[src/rtl/pa_idu_wb_port_ctrl_pkg.sv]
// rtl/pa_idu_wb_port_ctrl_pkg.sv - shared encodings and widths for GPR write-back port control
package pa_idu_wb_port_ctrl_pkg;

  localparam int GPR_IDX_W      = 5;
  localparam int STARVE_MAX_DEF = 4;
  localparam int CNT_W          = 4;

  typedef enum logic {
    PRI_LSU   = 1'b0,
    FORCE_DIV = 1'b1
  } p1_state_e;

endpackage

[src/rtl/pa_idu_wb_rd_dec.sv]
// rtl/pa_idu_wb_rd_dec.sv - one-hot destination decoder with x0 masked
module pa_idu_wb_rd_dec
  import pa_idu_wb_port_ctrl_pkg::*;
#(
  parameter int GPR_NUM = 32
) (
  input  logic                 vld,
  input  logic [GPR_IDX_W-1:0] rd,
  output logic [GPR_NUM-1:0]   onehot
);

  always_comb begin
    onehot = '0;
    if (vld && (rd != '0)) begin
      onehot[rd] = 1'b1;
    end
  end

endmodule

[src/rtl/pa_idu_wb_port_ctrl.sv]
// rtl/pa_idu_wb_port_ctrl.sv - GPR write-back sequencing: EX on port0, LSU/DIV arbitrated on port1
module pa_idu_wb_port_ctrl
  import pa_idu_wb_port_ctrl_pkg::*;
#(
  parameter int GPR_NUM    = 32,
  parameter int STARVE_MAX = STARVE_MAX_DEF
) (
  input  logic                 forever_cpuclk,
  input  logic                 cpurst_b,
  input  logic                 ex_wb_vld,
  input  logic [GPR_IDX_W-1:0] ex_wb_rd,
  input  logic [31:0]          ex_wb_data,
  input  logic                 lsu_wb_vld,
  input  logic [GPR_IDX_W-1:0] lsu_wb_rd,
  input  logic [31:0]          lsu_wb_data,
  output logic                 lsu_wb_stall,
  input  logic                 div_wb_vld,
  input  logic [GPR_IDX_W-1:0] div_wb_rd,
  input  logic [31:0]          div_wb_data,
  output logic                 div_wb_grnt,
  output logic [GPR_NUM-1:0]   wb_write_en0,
  output logic [GPR_NUM-1:0]   wb_write_en1,
  output logic [GPR_NUM-1:0]   wb_fwd_en0,
  output logic [GPR_NUM-1:0]   wb_fwd_en1,
  output logic [31:0]          wb_write_data0,
  output logic [31:0]          wb_write_data1,
  output logic                 wb_port1_is_div
);

  localparam logic [CNT_W-1:0] STARVE_M1 = CNT_W'(STARVE_MAX - 1);

  p1_state_e            state_q, state_d;
  logic [CNT_W-1:0]     cnt_q, cnt_d;
  logic [GPR_NUM-1:0]   en0_q, en0_d, en1_q, en1_d;
  logic [31:0]          data0_q, data0_d, data1_q, data1_d;
  logic                 is_div_q, is_div_d;

  logic                 lsu_acc, div_acc, p1_vld, waw;
  logic [GPR_IDX_W-1:0] p1_rd;
  logic [31:0]          p1_data;

  always_comb begin
    state_d      = state_q;
    cnt_d        = cnt_q;
    div_wb_grnt  = 1'b0;
    lsu_wb_stall = 1'b0;
    lsu_acc      = 1'b0;
    case (state_q)
      PRI_LSU: begin
        lsu_acc     = lsu_wb_vld;
        div_wb_grnt = div_wb_vld & ~lsu_wb_vld;
        if (lsu_wb_vld && div_wb_vld) begin
          if (cnt_q != '1) begin
            cnt_d = cnt_q + 1'b1;
          end
          if (cnt_q == STARVE_M1) begin
            state_d = FORCE_DIV;
          end
        end
        if (div_wb_grnt) begin
          cnt_d = '0;
        end
      end
      FORCE_DIV: begin
        div_wb_grnt  = 1'b1;
        lsu_wb_stall = lsu_wb_vld;
        state_d      = PRI_LSU;
        cnt_d        = '0;
      end
    endcase
  end

  // A forced grant only carries data when the divider actually presents a result.
  assign div_acc = div_wb_grnt & div_wb_vld;
  assign p1_vld  = lsu_acc | div_acc;
  assign p1_rd   = div_acc ? div_wb_rd : lsu_wb_rd;
  assign p1_data = div_acc ? div_wb_data : lsu_wb_data;

  // Same-cycle EX write to the same register is younger, so the port1 write is dropped.
  assign waw = ex_wb_vld & p1_vld & (ex_wb_rd == p1_rd) & (ex_wb_rd != '0);

  pa_idu_wb_rd_dec #(.GPR_NUM(GPR_NUM)) u_dec0 (
    .vld    (ex_wb_vld),
    .rd     (ex_wb_rd),
    .onehot (en0_d)
  );

  pa_idu_wb_rd_dec #(.GPR_NUM(GPR_NUM)) u_dec1 (
    .vld    (p1_vld & ~waw),
    .rd     (p1_rd),
    .onehot (en1_d)
  );

  always_comb begin
    data0_d  = ex_wb_vld ? ex_wb_data : data0_q;
    data1_d  = p1_vld ? p1_data : data1_q;
    is_div_d = div_acc;
  end

  always_ff @(posedge forever_cpuclk or negedge cpurst_b) begin
    if (!cpurst_b) begin
      state_q  <= PRI_LSU;
      cnt_q    <= '0;
      en0_q    <= '0;
      en1_q    <= '0;
      data0_q  <= '0;
      data1_q  <= '0;
      is_div_q <= 1'b0;
    end else begin
      state_q  <= state_d;
      cnt_q    <= cnt_d;
      en0_q    <= en0_d;
      en1_q    <= en1_d;
      data0_q  <= data0_d;
      data1_q  <= data1_d;
      is_div_q <= is_div_d;
    end
  end

  assign wb_write_en0    = en0_q;
  assign wb_write_en1    = en1_q;
  assign wb_fwd_en0      = en0_q;
  assign wb_fwd_en1      = en1_q;
  assign wb_write_data0  = data0_q;
  assign wb_write_data1  = data1_q;
  assign wb_port1_is_div = is_div_q;

endmodule

[config.mk]
export PLATFORM = sky130hd
export DESIGN_NAME = pa_idu_wb_port_ctrl
export DESIGN_NICKNAME = d
export VERILOG_FILES = /design/src/rtl/pa_idu_wb_port_ctrl_pkg.sv /design/src/rtl/pa_idu_wb_rd_dec.sv /design/src/rtl/pa_idu_wb_port_ctrl.sv
export SDC_FILE = /design/constraint.sdc
export NUM_CORES = 1
export LEC_CHECK = 0
export ABC_AREA = 1
export CORE_UTILIZATION = 36
export DETAILED_ROUTE_END_ITERATION = 8
export PLACE_DENSITY = 0.84
export SYNTH_ARGS = -nofsm -noshare
export SYNTH_HDL_FRONTEND = slang
export SYNTH_SLANG_ARGS = --single-unit
[constraint.sdc]
create_clock -name forever_cpuclk -period 1.58 [get_ports forever_cpuclk]
set_input_delay 0.237 -clock forever_cpuclk [delete_from_list [all_inputs] [get_ports forever_cpuclk]]
set_output_delay 0.237 -clock forever_cpuclk [all_outputs]
set_load 0.05 [all_outputs]
==> results of run 1 <==
## registers in the layout, indices dropped and copies added, names as in the netlist
| signal | cells |
|---|---|
| cnt_q | 4 |
| state_q | 1 |
| wb_fwd_en0 | 32 |
| wb_fwd_en1 | 32 |
| wb_port1_is_div | 1 |
| wb_write_data0 | 32 |
| wb_write_data1 | 32 |
## synth_stat cells (3+ instances only)
| cell | number |
|---|---|
| nor2_2 | 23 |
| buf_4 | 65 |
| nand3_1 | 91 |
| buf_1 | 3 |
| clkbuf_1 | 7 |
| buf_6 | 4 |
| nand2_1 | 127 |
| nand2_2 | 5 |
| o21ai_0 | 3 |
| inv_1 | 27 |
| nand2_4 | 3 |
| nor2_1 | 58 |
| mux2_2 | 32 |
| buf_2 | 7 |
| dfrtp_1 | 134 |
## area by class of cell
type                    instances  area, um^2
diodes                          1        2.50
clock buffers                  21         450
clock inverters                11         174
fillers                      1286        6480
inverters                      28         105
multi-input cells             357        1970
flip-flops and latches        134        3350
well taps                     216         270
repair buffers                356        3130
## cell families (layout without fill, tap and decap cells)
kind of cell	count (synthesis)	after routing	share of synthesized area, %
other cells	1	3	0.0634
mux	32	32	6.10
simple gates	315	316	24.3
buf+inv	114	416	12.0
flops	134	134	56.7
compound gates	6	6	0.550
fa+ha+maj	1	1	0.212
## stage by stage
| step | instances | total power, W | setup TNS [ps] | instance area [um^2] |
|---|---|---|---|---|
| floorplan | 604 | 0.00513 | 0 | 5910 |
| detailed placement | 1086 | 0.00611 | -24690 | 8640 |
| global placement | 1086 | 0.00608 | -21360 | 8640 |
| finish | 1124 | 0.0103 | -1210 | 9460 |
| CTS | 1119 | 0.0103 | -212 | 9320 |
| global route | 1123 | 0.0107 | -3260 | 9460 |
## per-layer routing
layer / share of wire [%] / wire [um]
met5: 0.077 / 13
met4: 1.9 / 325
met3: 9.1 / 1530
met2: 54 / 9040
met1: 35 / 5930
## where the power goes
part	internal [W]	switching, W
clock network	0.00269	0.00146
registers	0.00364	0.000123
logic	0.000883	0.00146
## critical path, cell delays in order, from the launching register on
cell and delay (ps):
dfrtp_1 390, inv_2 110, nand2_8 110, buf_8 160, nand3_4 60, nand2_4 70, nand2_2 60, nand2_2 40
nor2_2 90, nand3_2 110, nand3_4 130, buf_12 150, nor2_2 40
## how the worst max path moves through the flow
stage,start,endpoint,slack (ps),cells past startpoint
floorplan,state_q,wb_fwd_en1[10],20,12
global placement,div_wb_vld,wb_fwd_en1[26],-360,8
detailed placement,lsu_wb_vld,wb_fwd_en1[10],-420,11
CTS,state_q,wb_fwd_en1[10],-20,11
global route,state_q,wb_fwd_en1[10],-140,11
finish,state_q,wb_fwd_en1[10],-70,12
## timing repair
item / 4_1_cts / 5_1_grt
endpoints found under the hold margin: 29 / 0
resized for setup: 16 / 26
buffers inserted: 0 / 2
setup endpoints to repair: 30 / 32
pin swaps: 1 / 2
hold buffers: 1 / 0
gates cloned: 0 / 2
==> run metrics, run 1 <==
RR Startpoint state_q; worst reg2reg path depth 12; FMAX 0.608 GHz; commonest non-fill, non-tap cell in the layout buf_4; WP data arrival 1950 ps; crit path launch type register; met3 GRT Util 7.42%; final core occ 59.3%; first-pass GRT wire length 25800 um; via/cell ratio 4.64; critical path endpoint category register; distinct cell type count after synthesis 26; Layout area overhead 60.1%; failing checks negative setup slack; asr flop ratio synth 100%; fin nets 1011; FF-to-FF setup slack -70 ps; min-delay worst type in -> async; sequential area share after synthesis 56.7%; overall die area 0.0169 mm^2; DPL Wire Length 12900 um; mean post-synth cell area 9.80 um^2; Post-Place Setup Slack -420 ps; Die Width 130 um; Clock Latency Late Sink 410 ps; hold_ws 296 ps; Ports 311; CTS H-tree depth 4; Mapped Area 0.00591 mm^2; R2R Path End wb_fwd_en1[10]; Starting Density 37.1%; M1 GR Usage 21.2%; outcome complete, but fails checks; critical path peak fanout 11; IO buf count 310; number of synthesized flops with an enable pin 0; CTS buffer count 17; DRT iter0 DRCs 216; ranking of synthesized cells by area dfrtp_1, buf_4, nand2_1; routability congestion estimate 0.811; Final Setup Violations 24; drc violations 0; clk buf depth 2; maximum VDD drop 654 uV; core area 0.0159 mm^2; pin count of the biggest net entering global routing 50; Synth area leader dfrtp_1; row count 46; min Tclk post-route 1650 ps; Final Slew Violations 0; prevailing post-synth register cell dfrtp_1; clock root buffer clkbuf_16; total wire length 16800 um; pwr dens 1090 mW/mm^2; kind of critical path reg -> reg; CTS clock-pin slew for the worst setup and hold paths 60 ps; Synth Warn # 0; Post-Syn Instances 603; share of the synthesized area in the top cell type 56.7%; Max Cap Violations 0; peak-usage layer in the global routing report met2; initial antenna violation count 2; clock skew 9.24 ps; CTS tree yes; layout cell share with drive strength beyond 1 40.0%; total grt overflow 0; Wirelength per Cell 15.0 um; All-Layer GR Usage 20.3%; RSZ-0062 raised after global routing true; most frequent cells in the layout buf_4, dfrtp_1, nand2_1, clkdlybuf4s50_1, nand3_1; Num Clock Sinks 134; DR vias 5219; Final period util 104%; met2 Use GR 36.7%; #FFs+latches synth 134; Setup WS post-layout -66.1 ps; antenna viol nets, final 0; Final Hold Violating Endpoints 0; DRT Pass-1 Iters 4; Die H 130 um; Pleak 4.68 nW; number of global-route vias before repair 5131; critical path required time 1880 ps
Note: power is estimated with default switching activity, not from simulation.
==> inputs of run 2 (changes only) <==
--- a/config.mk
+++ b/config.mk
@@ -9,6 +9,7 @@
 export CORE_UTILIZATION = 36
 export DETAILED_ROUTE_END_ITERATION = 8
 export PLACE_DENSITY = 0.84
+export SLEW_MARGIN = 20
 export SYNTH_ARGS = -nofsm -noshare
 export SYNTH_HDL_FRONTEND = slang
 export SYNTH_SLANG_ARGS = --single-unit
==> results of run 2 <==
Final layout, timing and power as in run 1 (identical DEF).
==> inputs of run 3 (changes only) <==
--- a/config.mk
+++ b/config.mk
@@ -6,9 +6,10 @@
 export NUM_CORES = 1
 export LEC_CHECK = 0
 export ABC_AREA = 1
-export CORE_UTILIZATION = 36
+export CORE_AREA = 2 2 121 123
 export DETAILED_ROUTE_END_ITERATION = 8
-export PLACE_DENSITY = 0.84
+export DIE_AREA = 0 0 123 125
+export PLACE_DENSITY = 0.92
 export SLEW_MARGIN = 20
 export SYNTH_ARGS = -nofsm -noshare
 export SYNTH_HDL_FRONTEND = slang
==> constraint.sdc (replaced) <==
create_clock -name forever_cpuclk -period 2 [get_ports forever_cpuclk]
set_input_delay 0.3 -clock forever_cpuclk [delete_from_list [all_inputs] [get_ports forever_cpuclk]]
set_output_delay 0.3 -clock forever_cpuclk [all_outputs]
set_load 0.05 [all_outputs]
==> run 3 against run 2 <==
  * The flow now finishes without violations
  * Core utilization up 8.2 points
  * First-iteration DRC count up 30%
  * Critical path depth down 11
  * Design area up 1.4%
  * Routed wire length up 6.9%
  * Non-clock buffer count down 12
==> run metrics, run 3 (synthesized netlist as in run 1, its figures left out) <==
Post-Place Setup Slack -11.6 ps (+408 ps); critical path's top delay family buffers and inverters; DR vias 5152 (-1.3%); sequential share of power 36.5% (-0.2 points); FMAX 0.512 GHz; worst slew pin tran 564 ps; RR Startpoint state_q; All-Layer GR Usage 24.0% (+3.7 points); Net Switching 0.00238 W (-22%); final instance area 0.00959 mm^2 (+1.4%); antenna viol nets, final 0 (unchanged); outcome complete, no violations; Die Width 123 um (-5.5%); clock skew 9.95 ps (+0.714 ps); power share of the combinational group 22.6% (-0.2 points); RSZ-0062 raised after global routing false; most frequent cells in the layout clkdlybuf4s50_1, dfrtp_1, nand2_1, nand3_1, nor2_1; total grt overflow 0 (unchanged); Wirelength per Cell 16.7 um (+11%); CTS tree yes; Finished Layout Cells 1079 (-4.0%); R2R Path End wb_fwd_en1[23]; core area 0.0142 mm^2 (-11%); Num Clock Sinks 134 (unchanged); Final period util 97.6%; Net Sw Frac 29.2% (-0.50 points); Ports 311 (unchanged); Starting Density 41.6% (+4.5 points); Power Internal 0.00576 W (-20%); Final Slew Violations 0 (unchanged); CTS H-tree depth 4 (unchanged); area of placed instances 0.00893 mm^2 (+3.4%); Clock Latency Late Sink 420 ps (about the same); Die H 125 um (-3.9%); Max Cap Violations 0 (unchanged); clock root buffer clkbuf_16; Final Hold Violating Endpoints 0 (unchanged); critical path endpoint category output pin; kind of critical path reg -> out; total wire length 18000 um (+6.9%); layout cell share with drive strength beyond 1 16.4% (-24 points); critical path required time 1700 ps (-180 ps); Largest stage delay, worst path 850 ps (+460 ps); worst reg2reg path depth 9 (-3); critical path peak fanout 2 (-9); Buf+Inv Stages, Crit Path 1 (-2); overall die area 0.0154 mm^2 (-9.2%); clk buf depth 2 (unchanged); DPL Wire Length 13800 um (+7.6%); row count 44 (-4.3%); Setup WS post-layout 47.1 ps (+113 ps); via/cell ratio 4.77 (+2.8%); CTS clock-pin slew for the worst setup and hold paths 60 ps (about the same); Pleak 4.28 nW (-8.5%); first-pass GRT wire length 27700 um (+7.2%); Clk pwr share 40.9% (+0.4 points); fin nets 998 (-1.3%); Post-Place Cells 1044 (-3.9%); CP cell instances clkdlybuf4s50_1; Layout area overhead 62.3%; drc violations 0 (unchanged); DRT iter0 DRCs 281 (+30%); number of global-route vias before repair 5239 (+2.1%); pin count of the biggest net entering global routing 43 (-14%); worst relative slew slack 62.3%; CTS buffer count 17 (unchanged); Slowest-stage cell, CP clkdlybuf4s50_1; min-delay worst type in -> async; hold_ws 345 ps (+49.5 ps); initial antenna violation count 1 (-1); total power draw 0.00814 W (-21%); min Tclk post-route 1950 ps; IO buf count 310 (unchanged); pwr dens 848 mW/mm^2 (-22%); Final Setup Violations 0 (-100%); routability congestion estimate 0.853 (+5.1%); crit path launch type register; DRT Pass-1 Iters 4 (unchanged); FF-to-FF setup slack 260 ps (+330 ps); maximum VDD drop 502 uV (-23%); commonest non-fill, non-tap cell in the layout clkdlybuf4s50_1; WP data arrival 1650 ps (-300 ps)
run 3: metrics by stage:
stage / utilization, % / TNS [ps]
floorplan: - / 0
global placement: 62.9 / 0
detailed placement: 62.9 / -23.7
CTS: 67.5 / 0
global route: 67.5 / 0
finish: 67.5 / 0
run 3: worst max path at each step:
stage	depth (start not counted)	slack, ps	start	end
detailed placement	9	-10	lsu_wb_vld	wb_fwd_en1[22]
floorplan	12	440	state_q	wb_fwd_en1[10]
finish	1	50	wb_fwd_en0[8]	wb_write_en0[8]
global route	6	3	state_q	div_wb_grnt
global placement	11	30	lsu_wb_vld	wb_fwd_en1[31]
CTS	6	20	state_q	div_wb_grnt
run 3: metal layers:
metal	wire length [um]	global-route usage, %	part of all wire (%)	up-vias
met1	6390	26.0	36	2449
met4	377	8.42	2.1	0
met5	0	0	0	-
met2	9390	42.5	52	253
met3	1840	8.80	10	26
li1	-	-	-	2424
run 3: cell type report:
class / count / area, um^2
Antenna cell: 1 / 2.50
Clock buffer: 23 / 508
Clock inverter: 9 / 138
Fill cell: 1042 / 4610
Inverter: 28 / 105
Multi-Input combinational cell: 356 / 1850
Sequential cell: 134 / 3350
Tap cell: 184 / 230
Timing Repair Buffer: 344 / 3410
run 3: power by group through the flow:
stage / registers [W] / clock network [W] / logic [W]
finish: 0.00297 / 0.00333 / 0.00184
floorplan: 0.00358 / 0 / 0.000478
CTS: 0.00297 / 0.00339 / 0.00185
detailed placement: 0.00302 / 0 / 0.00184
global placement: 0.00301 / 0 / 0.00181
global route: 0.00299 / 0.00351 / 0.00195
run 3: what timing repair did:
item,in CTS,in global routing
endpoints found under the setup margin,1,1
hold endpoints to repair,36,0
hold buffers,1,0
cloned,0,0
resized for setup,0,1
setup buffers,1,0
